--- src/rtl/counter_modn.sv ---
// Modulo-MOD up/down counter with clear, clipped load, registered wrap pulse
// and combinational terminal count for cascading digit stages.
module counter_modn #(
  parameter int unsigned MOD   = 10,
  parameter int unsigned WIDTH = 4
) (
  input  logic             i_clk,
  input  logic             i_rst,
  input  logic             i_en,
  input  logic             i_up_dn,
  input  logic             i_clr,
  input  logic             i_load,
  input  logic [WIDTH-1:0] i_load_val,
  output logic [WIDTH-1:0] o_cnt,
  output logic             o_cout,
  output logic             o_tc
);

  if (MOD < 2) begin : g_mod_check
    $error("counter_modn: MOD must be at least 2");
  end
  if ((64'd1 << WIDTH) < 64'(MOD)) begin : g_width_check
    $error("counter_modn: WIDTH too narrow to hold MOD-1");
  end

  localparam logic [WIDTH-1:0] MaxVal = WIDTH'(MOD - 1);

  logic [WIDTH-1:0] r_cnt_q, r_cnt_d;
  logic             r_cout_q, r_cout_d;
  logic             w_at_max;
  logic             w_at_zero;

  assign w_at_max  = (r_cnt_q == MaxVal);
  assign w_at_zero = (r_cnt_q == '0);

  // Wrap is detected by compare, never by overflow, so non-power-of-2 MOD works.
  always_comb begin
    r_cnt_d  = r_cnt_q;
    r_cout_d = 1'b0;
    if (i_clr) begin
      r_cnt_d = '0;
    end else if (i_load) begin
      r_cnt_d = (i_load_val > MaxVal) ? MaxVal : i_load_val;
    end else if (i_en) begin
      if (i_up_dn) begin
        if (w_at_max) begin
          r_cnt_d  = '0;
          r_cout_d = 1'b1;
        end else begin
          r_cnt_d = r_cnt_q + WIDTH'(1);
        end
      end else begin
        if (w_at_zero) begin
          r_cnt_d  = MaxVal;
          r_cout_d = 1'b1;
        end else begin
          r_cnt_d = r_cnt_q - WIDTH'(1);
        end
      end
    end
  end

  always_ff @(posedge i_clk or posedge i_rst) begin
    if (i_rst) begin
      r_cnt_q  <= '0;
      r_cout_q <= 1'b0;
    end else begin
      r_cnt_q  <= r_cnt_d;
      r_cout_q <= r_cout_d;
    end
  end

  assign o_cnt  = r_cnt_q;
  assign o_cout = r_cout_q;
  assign o_tc   = i_en & (i_up_dn ? w_at_max : w_at_zero) & ~i_clr & ~i_load;

endmodule

--- config.mk ---
export PLATFORM = sky130hd
export DESIGN_NAME = counter_modn
export DESIGN_NICKNAME = d
export VERILOG_FILES = /design/src/rtl/counter_modn.sv
export SDC_FILE = /design/constraint.sdc
export NUM_CORES = 1
export LEC_CHECK = 0
export BUFFER_PORTS_ARGS = -buffer_cell sky130_fd_sc_hd__buf_4
export CORE_AREA = 4 4 41 43
export DETAILED_ROUTE_END_ITERATION = 8
export DIE_AREA = 0 0 45 47
export GPL_TIMING_DRIVEN = 0
export SLEW_MARGIN = 20
export SYNTH_ARGS = -nofsm -noshare
export SYNTH_HDL_FRONTEND = slang
export SYNTH_SLANG_ARGS = --single-unit
--- constraint.sdc ---
create_clock -name i_clk -period 3.2 [get_ports i_clk]
set_clock_uncertainty 0.2 [all_clocks]
set_input_delay 0.64 -clock i_clk [delete_from_list [all_inputs] [get_ports i_clk]]
set_output_delay 0.64 -clock i_clk [all_outputs]
set_load 0.02 [all_outputs]
==> impl_metrics.py <==
metrics = {
    "outcome": {
        "outcome": "complete, no violations",
    },
    "floorplanning": {
        "die_h_um": 47,
        "core_um2": 1300,
        "die_x_um": 45,
        "initial_core_util_pct": 31.0,
        "ioPinCount": 16,
        "dieArea_um2": 2120,
        "rows": 13,
    },
    "timing": {
        "min_period_over_period_pct": 74.0,
        "period_minus_slack_ns": 2.37,
        "worst_pin_slew_ns": 0.390,
        "maxSlewHeadroom_pct": 73.7,
        "rsz0062_at_grt": "no",
        "fin_tns_setup_ns": 0,
        "finalHoldViolCount": 0,
        "worst_slack_ns": 0.833,
        "fmax_ghz": 0.423,
        "holdWs_ns": 0.0933,
        "setup_viol": 0,
        "maxSlewViolCount": 0,
    },
    "clock_tree": {
        "cts_tree": "built",
        "cts_setup_buffers": 0,
        "cts_buffer_depth": 2,
        "path_clk_slew_ns": 0.04,
        "insertion_delay_ns": 0.24,
        "cts_hold_buf": 0,
        "cts_resized": 0,
        "cts_root_buffer": "clkbuf_4",
        "clock-sinks": 5,
        "cts_made_buffers": 3,
        "cts_max_level": 1,
    },
    "global_routing": {
        "grt_pass1_vias": 445,
        "grt_busiest_layer": "met2",
        "use_met3_pct": 4.98,
        "grt_max_degree": 11,
        "grtUsageMet1_pct": 16.1,
        "grt-ovfl-total": 0,
        "grt_pass1_wl_um": 1950,
        "antenna_found_initial": 0,
        "grt_use_total_pct": 13.3,
        "met2_usage_pct": 19.5,
    },
    "route": {
        "detail_route.wl_per_cell_um": 13.2,
        "drcViolationCount": 0,
        "wl_um": 1110,
        "via_count": 446,
        "drt_iter0_drc": 6,
        "vias_per_cell": 5.31,
        "ant_nets": 0,
        "dr.pass1.iters": 4,
    },
    "flow_run": {
        "drv_cap": 0,
    },
    "layout": {
        "multi_input_area_um2": 258,
        "fill_cells": 143,
        "areaGrowthSynthToFinish_pct": 37.3,
        "fin_nets": 80,
        "antennaDiodeCount": 0,
        "drive_above_1_share_pct": 27.5,
        "final-seq-area_um2": 125,
    },
    "placement": {
        "gp_congestion": 0.767,
        "place_ws_ns": 0.875,
        "dp_hpwl_um": 842,
        "io_buffers": 14,
    },
    "logic_synthesis": {
        "synthFlopType": "dfrtp_1",
        "synth_edf_count": 0,
        "yosysUniqueCellTypes": 28,
        "seq_area_frac_synth_pct": 31.1,
        "syn_inst": 51,
        "async_reset_ff_share_pct": 100,
        "synth_warnings": 0,
        "synth-seq-cells": 5,
        "syn_area_um2": 403,
        "synth_nets": 61,
        "avgSynthCellArea_um2": 7.90,
    },
    "min_path": {
        "hold_class": "input pin to async pin",
    },
    "worst_setup_path": {
        "r2r_setup_slack_ns": 1.42,
        "cp_max_fo": 10,
        "arrival_ns": 1.53,
        "crit_path_start_kind": "flop",
        "critPathCaptureType": "output port",
        "crit_type": "flop to output port",
        "required_ns": 2.36,
    },
    "power_and_ir_drop": {
        "power_density_nw_per_um2": 376,
        "leakagePower_nw": 0.257,
        "vdd_drop_max_uv": 97.2,
    },
}
## final timing paths
path	cells past startpoint	start	endpoint
max	4	o_cnt[0]$_DFFE_PP0P_	o_tc
min	2	i_rst	o_cnt[2]$_DFFE_PP0P_
max reg2reg	4	o_cnt[3]$_DFFE_PP0P_	o_cnt[3]$_DFFE_PP0P_
min reg2reg	2	o_cnt[3]$_DFFE_PP0P_	o_cnt[3]$_DFFE_PP0P_
max in group asynchronous	2	i_rst	o_cout$_DFF_PP0_
min in group i_clk	2	i_clr	o_cnt[3]$_DFFE_PP0P_
## routing by layer
metal,up-vias,part of all wire [%]
li1,226,-
met1,204,45
met2,16,47
met3,0,7.8
met4,0,0
met5,-,0
## state kept, by name, indices dropped and copies added (netlist names)
signal / count
o_cout: 1
o_cnt: 4
## logic make-up after synthesis
kind of cell | share of synthesized area (%)
and+or+nand+nor | 29.8
AOI/OAI and AO/OA | 29.8
DFF | 31.1
buffers and inverters | 4.97
xor gates and xnor gates | 4.35
## layout make-up
type	instances	area share (%)
multi-input combinational	41	46.6
sequential	5	22.6
clock buffer	4	4.75
buffer	2	1.58
inverter	3	2.04
tap	15	3.39
timing repair buffer	14	19.0
## cell usage after synthesis (2+ instances only)
cell type	instances	area, µm²
dfrtp_1	5	125
nand2_1	5	18.8
a21oi_1	3	15.0
inv_1	3	11.3
nand3_1	3	15.0
nor2_1	3	11.3
nor2b_1	3	18.8
o21ai_0	3	15.0
a31oi_1	2	12.5
or3_1	2	12.5
xnor2_1	2	17.5
## worst max-delay path: stages, from the launching register on
cell	delay [ns]
dfrtp_1	0.40
buf_2	0.20
or3_1	0.37
a21oi_1	0.15
buf_4	0.16
## power breakdown
group,internal [mW],total (mW),leakage (nW),switching [mW]
combinational,0.0287,0.0589,0.175,0.0302
sequential,0.0675,0.0754,0.0664,0.00791
clock,0.0472,0.0734,0.0150,0.0263
total,0.143,0.208,0.257,0.0643
## layout by cell type (no fill, tap or decap), drive strengths merged, types with 2 or more instances in the layout
cell and count:
buf 15, nand2 5, dfrtp 5, clkbuf 5
a21oi 4, nor2b 3, nor2 3, inv 3
nand3 3, o21ai 3, xnor2 2, a31oi 2
or3 2
## metrics by stage
step	cells	power, mW	cell area, µm²	util [%]
floorplan	51	0.110	403	-
global placement	80	0.135	527	40.5
detailed placement	80	0.135	527	40.5
CTS	84	0.212	553	42.5
global route	84	0.225	553	42.5
finish	84	0.208	553	42.5
(Power assumes the default switching activity.)
